$ cat src/rtl/iob_wishbone2iob_pkg.sv
// Shared types for the Wishbone-to-IOb bridge: FSM state encoding and its width.
package iob_wishbone2iob_pkg;

    localparam int unsigned STATE_W = 2;

    typedef enum logic [STATE_W-1:0] {
        IDLE  = 2'd0,
        REQ   = 2'd1,
        RDATA = 2'd2,
        ACK   = 2'd3
    } state_t;

endpackage

$ cat src/rtl/iob_wishbone2iob.sv
// Wishbone classic subordinate to IOb native manager bridge, one outstanding transfer.
// Optional request timeout with wb_err_o enabled by defining IOB_WISHBONE2IOB_TIMEOUT_EN.
module iob_wishbone2iob
    import iob_wishbone2iob_pkg::*;
#(
    parameter int ADDR_W    = 5,
    parameter int DATA_W    = 32,
    parameter int TIMEOUT_W = 8
) (
    input  logic                clk_i,
    input  logic                cke_i,
    input  logic                arst_i,
    input  logic [DATA_W-1:0]   wb_dat_i,
    output logic [DATA_W-1:0]   wb_dat_o,
    input  logic [ADDR_W-1:0]   wb_adr_i,
    input  logic [DATA_W/8-1:0] wb_sel_i,
    input  logic                wb_we_i,
    input  logic                wb_cyc_i,
    input  logic                wb_stb_i,
    output logic                wb_ack_o,
    output logic                wb_err_o,
    output logic                iob_valid_o,
    output logic [ADDR_W-1:0]   iob_addr_o,
    output logic [DATA_W-1:0]   iob_wdata_o,
    output logic [DATA_W/8-1:0] iob_wstrb_o,
    input  logic                iob_rvalid_i,
    input  logic [DATA_W-1:0]   iob_rdata_i,
    input  logic                iob_ready_i
);

    state_t state, state_nxt;
    logic   is_read;
    logic   dropped;
    logic   start;
    logic   abort;
    logic   timeout;

    assign start = wb_cyc_i & wb_stb_i;
    // A manager that lets go of the cycle at any point loses the ack, but IOb still finishes.
    assign abort = dropped | ~wb_cyc_i;

`ifdef IOB_WISHBONE2IOB_TIMEOUT_EN
    localparam logic [TIMEOUT_W-1:0] CNT_LAST = {{(TIMEOUT_W-1){1'b1}}, 1'b0};
    logic [TIMEOUT_W-1:0] tmo_cnt;

    always_ff @(posedge clk_i or posedge arst_i) begin
        if (arst_i) begin
            tmo_cnt <= '0;
        end else if (cke_i) begin
            if (state == IDLE) begin
                tmo_cnt <= '0;
            end else if ((state == REQ) && !iob_ready_i) begin
                tmo_cnt <= tmo_cnt + 1'b1;
            end
        end
    end

    // Fires on the cycle whose increment would reach all-ones.
    assign timeout = (state == REQ) & ~iob_ready_i & (tmo_cnt == CNT_LAST);
`else
    // Constant 0; TIMEOUT_W only sizes the counter when the timeout is built in.
    assign timeout = (TIMEOUT_W < 0);
`endif

    always_ff @(posedge clk_i or posedge arst_i) begin
        if (arst_i) begin
            state <= IDLE;
        end else if (cke_i) begin
            state <= state_nxt;
        end
    end

    always_comb begin
        state_nxt = state;
        unique case (state)
            IDLE: begin
                if (start) state_nxt = REQ;
            end
            REQ: begin
                if (iob_ready_i) begin
                    if (is_read)    state_nxt = RDATA;
                    else if (abort) state_nxt = IDLE;
                    else            state_nxt = ACK;
                end else if (timeout) begin
                    state_nxt = IDLE;
                end
            end
            RDATA: begin
                if (iob_rvalid_i) state_nxt = abort ? IDLE : ACK;
            end
            ACK: begin
                state_nxt = IDLE;
            end
            default: state_nxt = IDLE;
        endcase
    end

    always_comb begin
        iob_valid_o = (state == REQ);
        wb_ack_o    = (state == ACK);
    end

    always_ff @(posedge clk_i or posedge arst_i) begin
        if (arst_i) begin
            iob_addr_o  <= '0;
            iob_wdata_o <= '0;
            iob_wstrb_o <= '0;
            is_read     <= 1'b0;
            dropped     <= 1'b0;
            wb_dat_o    <= '0;
            wb_err_o    <= 1'b0;
        end else if (cke_i) begin
            wb_err_o <= 1'b0;
            unique case (state)
                IDLE: begin
                    if (start) begin
                        iob_addr_o  <= wb_adr_i;
                        iob_wdata_o <= wb_dat_i;
                        iob_wstrb_o <= wb_we_i ? wb_sel_i : '0;
                        is_read     <= ~wb_we_i;
                        dropped     <= 1'b0;
                    end
                end
                REQ: begin
                    if (!wb_cyc_i) dropped <= 1'b1;
                    if (timeout && !abort) wb_err_o <= 1'b1;
                end
                RDATA: begin
                    if (!wb_cyc_i) dropped <= 1'b1;
                    if (iob_rvalid_i && !abort) wb_dat_o <= iob_rdata_i;
                end
                default: ;
            endcase
        end
    end

endmodule

$ cat config.mk
export PLATFORM = sky130hd
export DESIGN_NAME = iob_wishbone2iob
export DESIGN_NICKNAME = d
export VERILOG_FILES = /design/src/rtl/iob_wishbone2iob_pkg.sv /design/src/rtl/iob_wishbone2iob.sv
export SDC_FILE = /design/constraint.sdc
export NUM_CORES = 1
export LEC_CHECK = 0
export BUFFER_PORTS_ARGS = -buffer_cell sky130_fd_sc_hd__buf_2
export CORE_MARGIN = 2
export CORE_UTILIZATION = 46
export DETAILED_ROUTE_END_ITERATION = 8
export GPL_TIMING_DRIVEN = 0
export PLACE_DENSITY = 0.9
export SYNTH_ARGS = -nofsm -noshare
export SYNTH_HDL_FRONTEND = slang
export SYNTH_SLANG_ARGS = --single-unit
$ cat constraint.sdc
create_clock -name clk_i -period 4.97 [get_ports clk_i]
set_clock_uncertainty 0.05 [all_clocks]
set_input_delay 0.994 -clock clk_i [delete_from_list [all_inputs] [get_ports clk_i]]
set_output_delay 0.994 -clock clk_i [all_outputs]
set_load 0.1 [all_outputs]
=== Word-level counts from Yosys, hierarchy flattened ===
Index checks and enable logic that the tools add are counted.

* Output and inout port bits: 76
* Logic and storage cells: 37
* Register bits: 77

* Eq/ne operators: 7
* Reductions and logical operators: 9
* Muxes and demuxes: 10
* Bitwise operators: 4

{| class="wikitable"
|+ Operator list
! kind !! number
|-
| 2-to-1 mux 2 bit || 5
|-
| one-hot mux 2 bit (4 select lines) || 1
|-
| AND reduction 4 bit || 2
|-
| inequality test 2 bit (second input constant) || 3
|-
| AND reduction 3 bit || 2
|-
| == test 2 bit (second input constant) || 2
|-
| 2-to-1 mux 4 bit || 1
|-
| == test 2 x 1 -> 1 bit (second input constant) || 1
|-
| zero test 2 bit || 1
|-
| 2-to-1 mux 1 bit || 2
|-
| inequality test 2 x 1 -> 1 bit (second input constant) || 1
|-
| inverter 1 bit || 2
|-
| one-hot mux 1 bit (2 select lines) || 1
|-
| nonzero test 2 bit || 1
|-
| OR reduction 2 bit || 1
|-
| AND 1 bit || 1
|-
| logical AND 1 bit || 1
|-
| zero test 1 bit || 1
|-
| OR 1 bit || 1
|}

=== Depth between registers and ports, before layout ===
Gate-level depths: netlist of run 1.

* Word-level depth: 6
* Depth in mapped cells: 7
* Gate-level depth less buffers: 5

=== Worst setup path before layout of run 1 ===
OpenSTA, ideal clock, no wires.

* Kind: reg-to-output
* From: reg state[1]
* To: out iob_valid_o
* Path buffers: 0
* Data arrival time: 1297 ps
* Slack: 2629 ps
* Data required time: 3926 ps
* Cell stages (with the launch flop): 3
* Cell sequence: dfrtp_1 -> inv_1 -> ha_1

* Word-level cells in the longest chain between the ends: 1

{| class="wikitable"
|+ Ends and longest elaborated chain
! element !! RTL line !! text
|-
| start: declaration || iob_wishbone2iob.sv:31 || <nowiki>state_t state, state_nxt;</nowiki>
|-
| start signal: assignment || iob_wishbone2iob.sv:69 || <nowiki>state <= state_nxt;</nowiki>
|-
| == test 2 x 1 -> 1 bit || iob_wishbone2iob.sv:99 || <nowiki>iob_valid_o = (state == REQ);</nowiki>
|-
| end: declaration || iob_wishbone2iob.sv:22 || <nowiki>output logic iob_valid_o,</nowiki>
|}

No other way between the ends.

=== Worst setup path in the final report of run 1 ===
Same ends and word-level chain as after synthesis.

==> results.toml, run 1 <==
[global_routing]
track_usage_pct = 17.43
antenna_found_initial = 0
grt_pass1_vias = 2290
grt_pass1_wl_mm = 10.03
grt_remaining_overflow = 0
grt_max_degree = 78

[floorplanning]
io-pin-count = 157
die_w_um = 85.60
design.core.area_um2 = 6386
dieArea_um2 = 7327
start_util_pct = 47.96
die_height_um = 85.60
rows = 29

[cts]
clkSlewWorstSetupHoldPaths_ns = 0.08
cts_root_buffer = "clkbuf_8"
cts_buffer_depth = 2
tritoncts = "yes"
cts.repair.resized = 0
htreeDepth = 3
clock_latency_ns = 0.33
postCtsHoldBufs = 0
cts.sinks = 77
post_cts_buffers = 0
cts_buffers = 9

[timing]
slew_violations = 0
hold_viol = 0
fin_ws_ns = 2.447
worstMarginPinSlew_ns = 0.9163
timing.hold.ws_ns = 0.4261
max_freq_mhz = 396.4
fin_crit_ns = 2.523
rsz0062_at_grt = "false"
period_share_pct = 50.76
tns_ns = 0
slew-limit-headroom_pct = 38.91
setup-violations-final = 0

[worst_setup_path]
path_class = "reg -> out"
cp_max_fo = 4
arrival_ns = 1.48
crit_path_end_kind = "primary output"
startpoint_type = "register"
required_ns = 3.93

[logic_synthesis]
yosysWarnings = 0
synthesis.area_um2 = 3063
synth_top_cell_by_area = "dfrtp_1"
synthTopCellsByCount = "dfrtp_1, mux2_2, nand2_1, ha_1, o21ai_0"
ys_seq_elements = 77
ys_async_sr_fraction_pct = 100.0
synth_ff_type = "dfrtp_1"
synthTopCellsByArea = "dfrtp_1, mux2_2, ha_1, nand2_1, buf_6"
synth.most_common_cell = "dfrtp_1"
synth-edff-count = 0
synth.top_cell.area_share_pct = 62.91
synth_cell_type_count = 24
syn-num-nets = 286
postSynthAreaPerCell_um2 = 15.39
syn_inst = 199
yosysSeqAreaShare_pct = 62.91

[route]
wl_mm = 6.221
ant_nets = 0
wl_per_cell_um = 13.95
dr.pass1.iters = 4
num_vias = 2126
vias_per_cell = 4.767
drcViolationCount = 0
drt_iter0_markers = 39

[min_path]
hold_class = "reg -> reg"

[layout]
drive_gt1_share_pct = 66.94
diodes = 0
stdcell_count = 446
nNetsFinal = 452
syn2layout_area_growth_pct = 35.54

[placement]
place_hpwl_mm = 4.766
port_buffers = 155
dp_slack_ns = 2.748
place_inst = 431
place.gp.congestion = 0.8072

[flow_run]
cap_violations = 0

[run_status]
outcome = "finished clean"
layout by cell type (no fill, tap or decap):
cell	instances
o2bb2ai_1	1
a31oi_1	1
ha_1	6
clkbuf_8	10
o21ai_0	6
o31ai_1	2
bufinv_16	2
a2bb2oi_1	1
nand4_1	1
clkbuf_1	2
clkinv_2	1
nor4_1	1
nor2_1	1
mux2_1	2
clkinvlp_4	1
buf_2	156
inv_1	4
nand2_1	11
buf_6	3
nor2b_1	3
buf_4	4
and2b_2	1
a2111oi_0	1
mux2_2	67
dfrtp_1	77
nand4_4	1
inv_4	1
conb_1	1
a21oi_1	1
path summary, 6_finish.rpt:
| kind | startpoint | endpoint | slack (ns) | depth (start not counted) |
|---|---|---|---|---|
| min in group asynchronous | arst_i | iob_wdata_o[29] | 0.81 | 2 |
| max reg2reg | state[0] | iob_wdata_o[8] | 3.17 | 6 |
| min reg2reg | iob_wstrb_o[3] | iob_wstrb_o[3] | 0.43 | 2 |
| min | iob_wstrb_o[3] | iob_wstrb_o[3] | 0.43 | 2 |
| max in group asynchronous | arst_i | iob_wstrb_o[0] | 3.46 | 2 |
| max | state[1] | iob_valid_o | 2.45 | 3 |
final cells by class:
cell class	instances	area, µm²
Timing Repair Buffer	155	775.7
Multi-Input combinational cell	108	1045
Buffer	9	72.57
Clock buffer	11	141.4
Fill cell	510	2235
Inverter	5	21.27
Tap cell	77	96.34
Sequential cell	77	1927
Clock inverter	4	72.57
sequential cells by signal, indices dropped and copies added (netlist names):
register and flops:
dropped 1, is_read 1, wb_dat_o 32, iob_wdata_o 32, state 2, iob_wstrb_o 4
iob_addr_o 5
metrics by stage:
| stage | area [µm²] | util [%] |
|---|---|---|
| CTS | 4151 | 65.01 |
| floorplan | 3063 | - |
| detailed placement | 3938 | 61.66 |
| global route | 4151 | 65.01 |
| finish | 4151 | 65.01 |
| global placement | 3935 | 61.62 |
logic make-up after synthesis:
family	after synthesis	synth area share [%]
adder cells (fa/ha/maj)	6	2.451
buffers and inverters	14	2.982
multiplexers	69	25.37
flip-flops	77	62.91
AND/OR/NAND/NOR	19	3.472
AO/OA/AOI/OAI	13	2.696
other	1	0.1224
layer usage:
metal  track usage [%]  share of wire [%]
met3             5.390                7.9
met4             7.071                2.0
met2             30.89                 51
met5                 0                  0
met1             19.51                 39
critical path, cell delays in order, from the launching register on:
cell	delay (ns)
dfrtp_1	0.42
inv_1	0.14
ha_1	0.17
buf_2	0.42
Power of run 1 is left out: the tool's default activity adds up to more than one toggle a clock period on the data nets, which glitch-free logic cannot reach.
==> run 2: changes to the inputs <==
--- a/config.mk
+++ b/config.mk
@@ -7,10 +7,10 @@
 export LEC_CHECK = 0
 export BUFFER_PORTS_ARGS = -buffer_cell sky130_fd_sc_hd__buf_2
 export CORE_MARGIN = 2
-export CORE_UTILIZATION = 46
+export CORE_UTILIZATION = 41
 export DETAILED_ROUTE_END_ITERATION = 8
 export GPL_TIMING_DRIVEN = 0
-export PLACE_DENSITY = 0.9
+export PLACE_DENSITY = 0.85
 export SYNTH_ARGS = -nofsm -noshare
 export SYNTH_HDL_FRONTEND = slang
 export SYNTH_SLANG_ARGS = --single-unit
==> constraint.sdc (replaced) <==
create_clock -name clk_i -period 2.25 [get_ports clk_i]
set_clock_uncertainty 0.05 [all_clocks]
set_input_delay 0.45 -clock clk_i [delete_from_list [all_inputs] [get_ports clk_i]]
set_output_delay 0.45 -clock clk_i [all_outputs]
set_load 0.1 [all_outputs]
==> run 2 against run 1 <==
Net effect: largest cell class unchanged; sequential share of layout area shrank 0.40 points; routed wire length is 4.0% higher; utilization decreased by 7.3 points; global-route usage fell by 0.65 points; die area increased by 12%; sequential cell count unchanged; critical path depth is the same; final area grew 0.87%; setup slack worse by 2.2 ns.
==> results.toml, run 2 (same netlist as run 1, synthesis figures left out) <==
[run_status]
outcome = "finished clean"

[route]
dr.pass1.iters = 4
drcViolationCount = 0
wl_mm = 6.470
ant_nets = 0
drt_iter0_markers = 46
num_vias = 2174
wl_per_cell_um = 13.82
vias_per_cell = 4.645

[worst_setup_path]
arrival_ns = 1.49
r2r_slack_ns = 0.34
cpPeakStageDelay_ns = 0.43
cp_max_fo = 4
path_class = "reg -> out"
cpMaxStageDelayCell = "buf_2"
crit_path_end_kind = "primary output"
required_ns = 1.75
worstPathBufferInverterCount = 2
cp_top_family = "buffers and inverters"
startpoint_type = "register"
worstPathCellList = "inv_1 -> ha_1 -> buf_2"

[global_routing]
grt_pass1_vias = 2372
grt_pass1_wl_mm = 10.99
grt_remaining_overflow = 0
track_usage_pct = 16.78
grt_max_degree = 43
antenna_found_initial = 0

[floorplanning]
die_height_um = 90.43
rows = 31
start_util_pct = 42.23
die_w_um = 90.43
dieArea_um2 = 8178
io-pin-count = 157
design.core.area_um2 = 7253

[cts]
cts_buffer_depth = 2
cts.repair.resized = 0
tritoncts = "yes"
cts_buffers = 9
postCtsHoldBufs = 0
cts_root_buffer = "clkbuf_8"
clock_latency_ns = 0.33
clkSlewWorstSetupHoldPaths_ns = 0.08
htreeDepth = 3
post_cts_buffers = 0
cts.sinks = 77

[layout]
nNetsFinal = 453
syn2layout_area_growth_pct = 36.72
drive_gt1_share_pct = 67.21
biggestRegsByFlops = "iob_wdata_o (32), wb_dat_o (32), iob_addr_o (5)"
diodes = 0
stdcell_count = 468
layout_commonest_cell = "buf_2"
layout_common_cells = "buf_2, dfrtp_1, mux2_2, nand2_1, clkbuf_8"

[timing]
rsz0062_at_grt = "false"
hold_viol = 0
setup-violations-final = 0
slew-limit-headroom_pct = 47.37
fin_crit_ns = 1.990
timing.hold.ws_ns = 0.2045
max_freq_mhz = 502.4
tns_ns = 0
period_share_pct = 88.46
worstMarginPinSlew_ns = 0.7878
fin_ws_ns = 0.2597
slew_violations = 0

[flow_run]
cap_violations = 0

[placement]
dp_slack_ns = 0.3507
place_hpwl_mm = 5.093
port_buffers = 155
place.gp.congestion = 0.7753
place_inst = 454

[min_path]
hold_class = "in -> async"
run 2: changes by cell type in the layout (fill, tap and decap cells not counted):
cell        before  now
clkbuf_1         2    1
clkbuf_8        10    9
clkinvlp_4       1    2
inv_4            1    0
clkinv_2         1    2
buf_12           0    1
run 2: worst paths after layout:
kind	startpoint	to	depth (start not counted)
setup / recovery	state[1]	iob_valid_o	3
hold / removal	arst_i	iob_wdata_o[19]	2
setup reg to reg	state[0]	state[1]	5
hold reg to reg	iob_wstrb_o[1]	iob_wstrb_o[1]	2
max in group asynchronous	arst_i	wb_dat_o[29]	3
min in group clk_i	iob_rdata_i[18]	wb_dat_o[18]	2
run 2: stage by stage:
step / cell area, µm² / utilization (%)
6_report: 4188 / 57.74
5_1_grt: 4188 / 57.74
4_1_cts: 4188 / 57.74
3_5_place_dp: 3986 / 54.96
3_3_place_gp: 3966 / 54.68
2_1_floorplan: 3067 / -
run 2: worst register-to-register path: cells and delay by family (launching register included):
kind / cells / cell delay [ns]
compound gates: 2 / 0.80
flops: 1 / 0.42
simple gates: 1 / 0.16
buf+inv: 1 / 0.11
fa+ha+maj: 1 / 0.24
run 2: cell type report:
class / count / area (µm²)
Timing Repair Buffer: 156 / 795.8
Tap cell: 99 / 123.9
Clock buffer: 9 / 123.9
Clock inverter: 5 / 77.57
Multi-Input combinational cell: 108 / 1045
Sequential cell: 77 / 1927
Inverter: 5 / 22.52
Buffer: 9 / 72.57
Fill cell: 627 / 3065
run 2: metal layers:
layer / vias to the layer above / track usage, % / part of all wire [%]
met5: - / 0 / 0
met4: 0 / 5.000 / 0.62
met3: 4 / 5.593 / 5.9
met2: 91 / 28.70 / 52
met1: 1053 / 20.21 / 42
li1: 1026 / - / -
Power of run 2 is left out for the same reason.
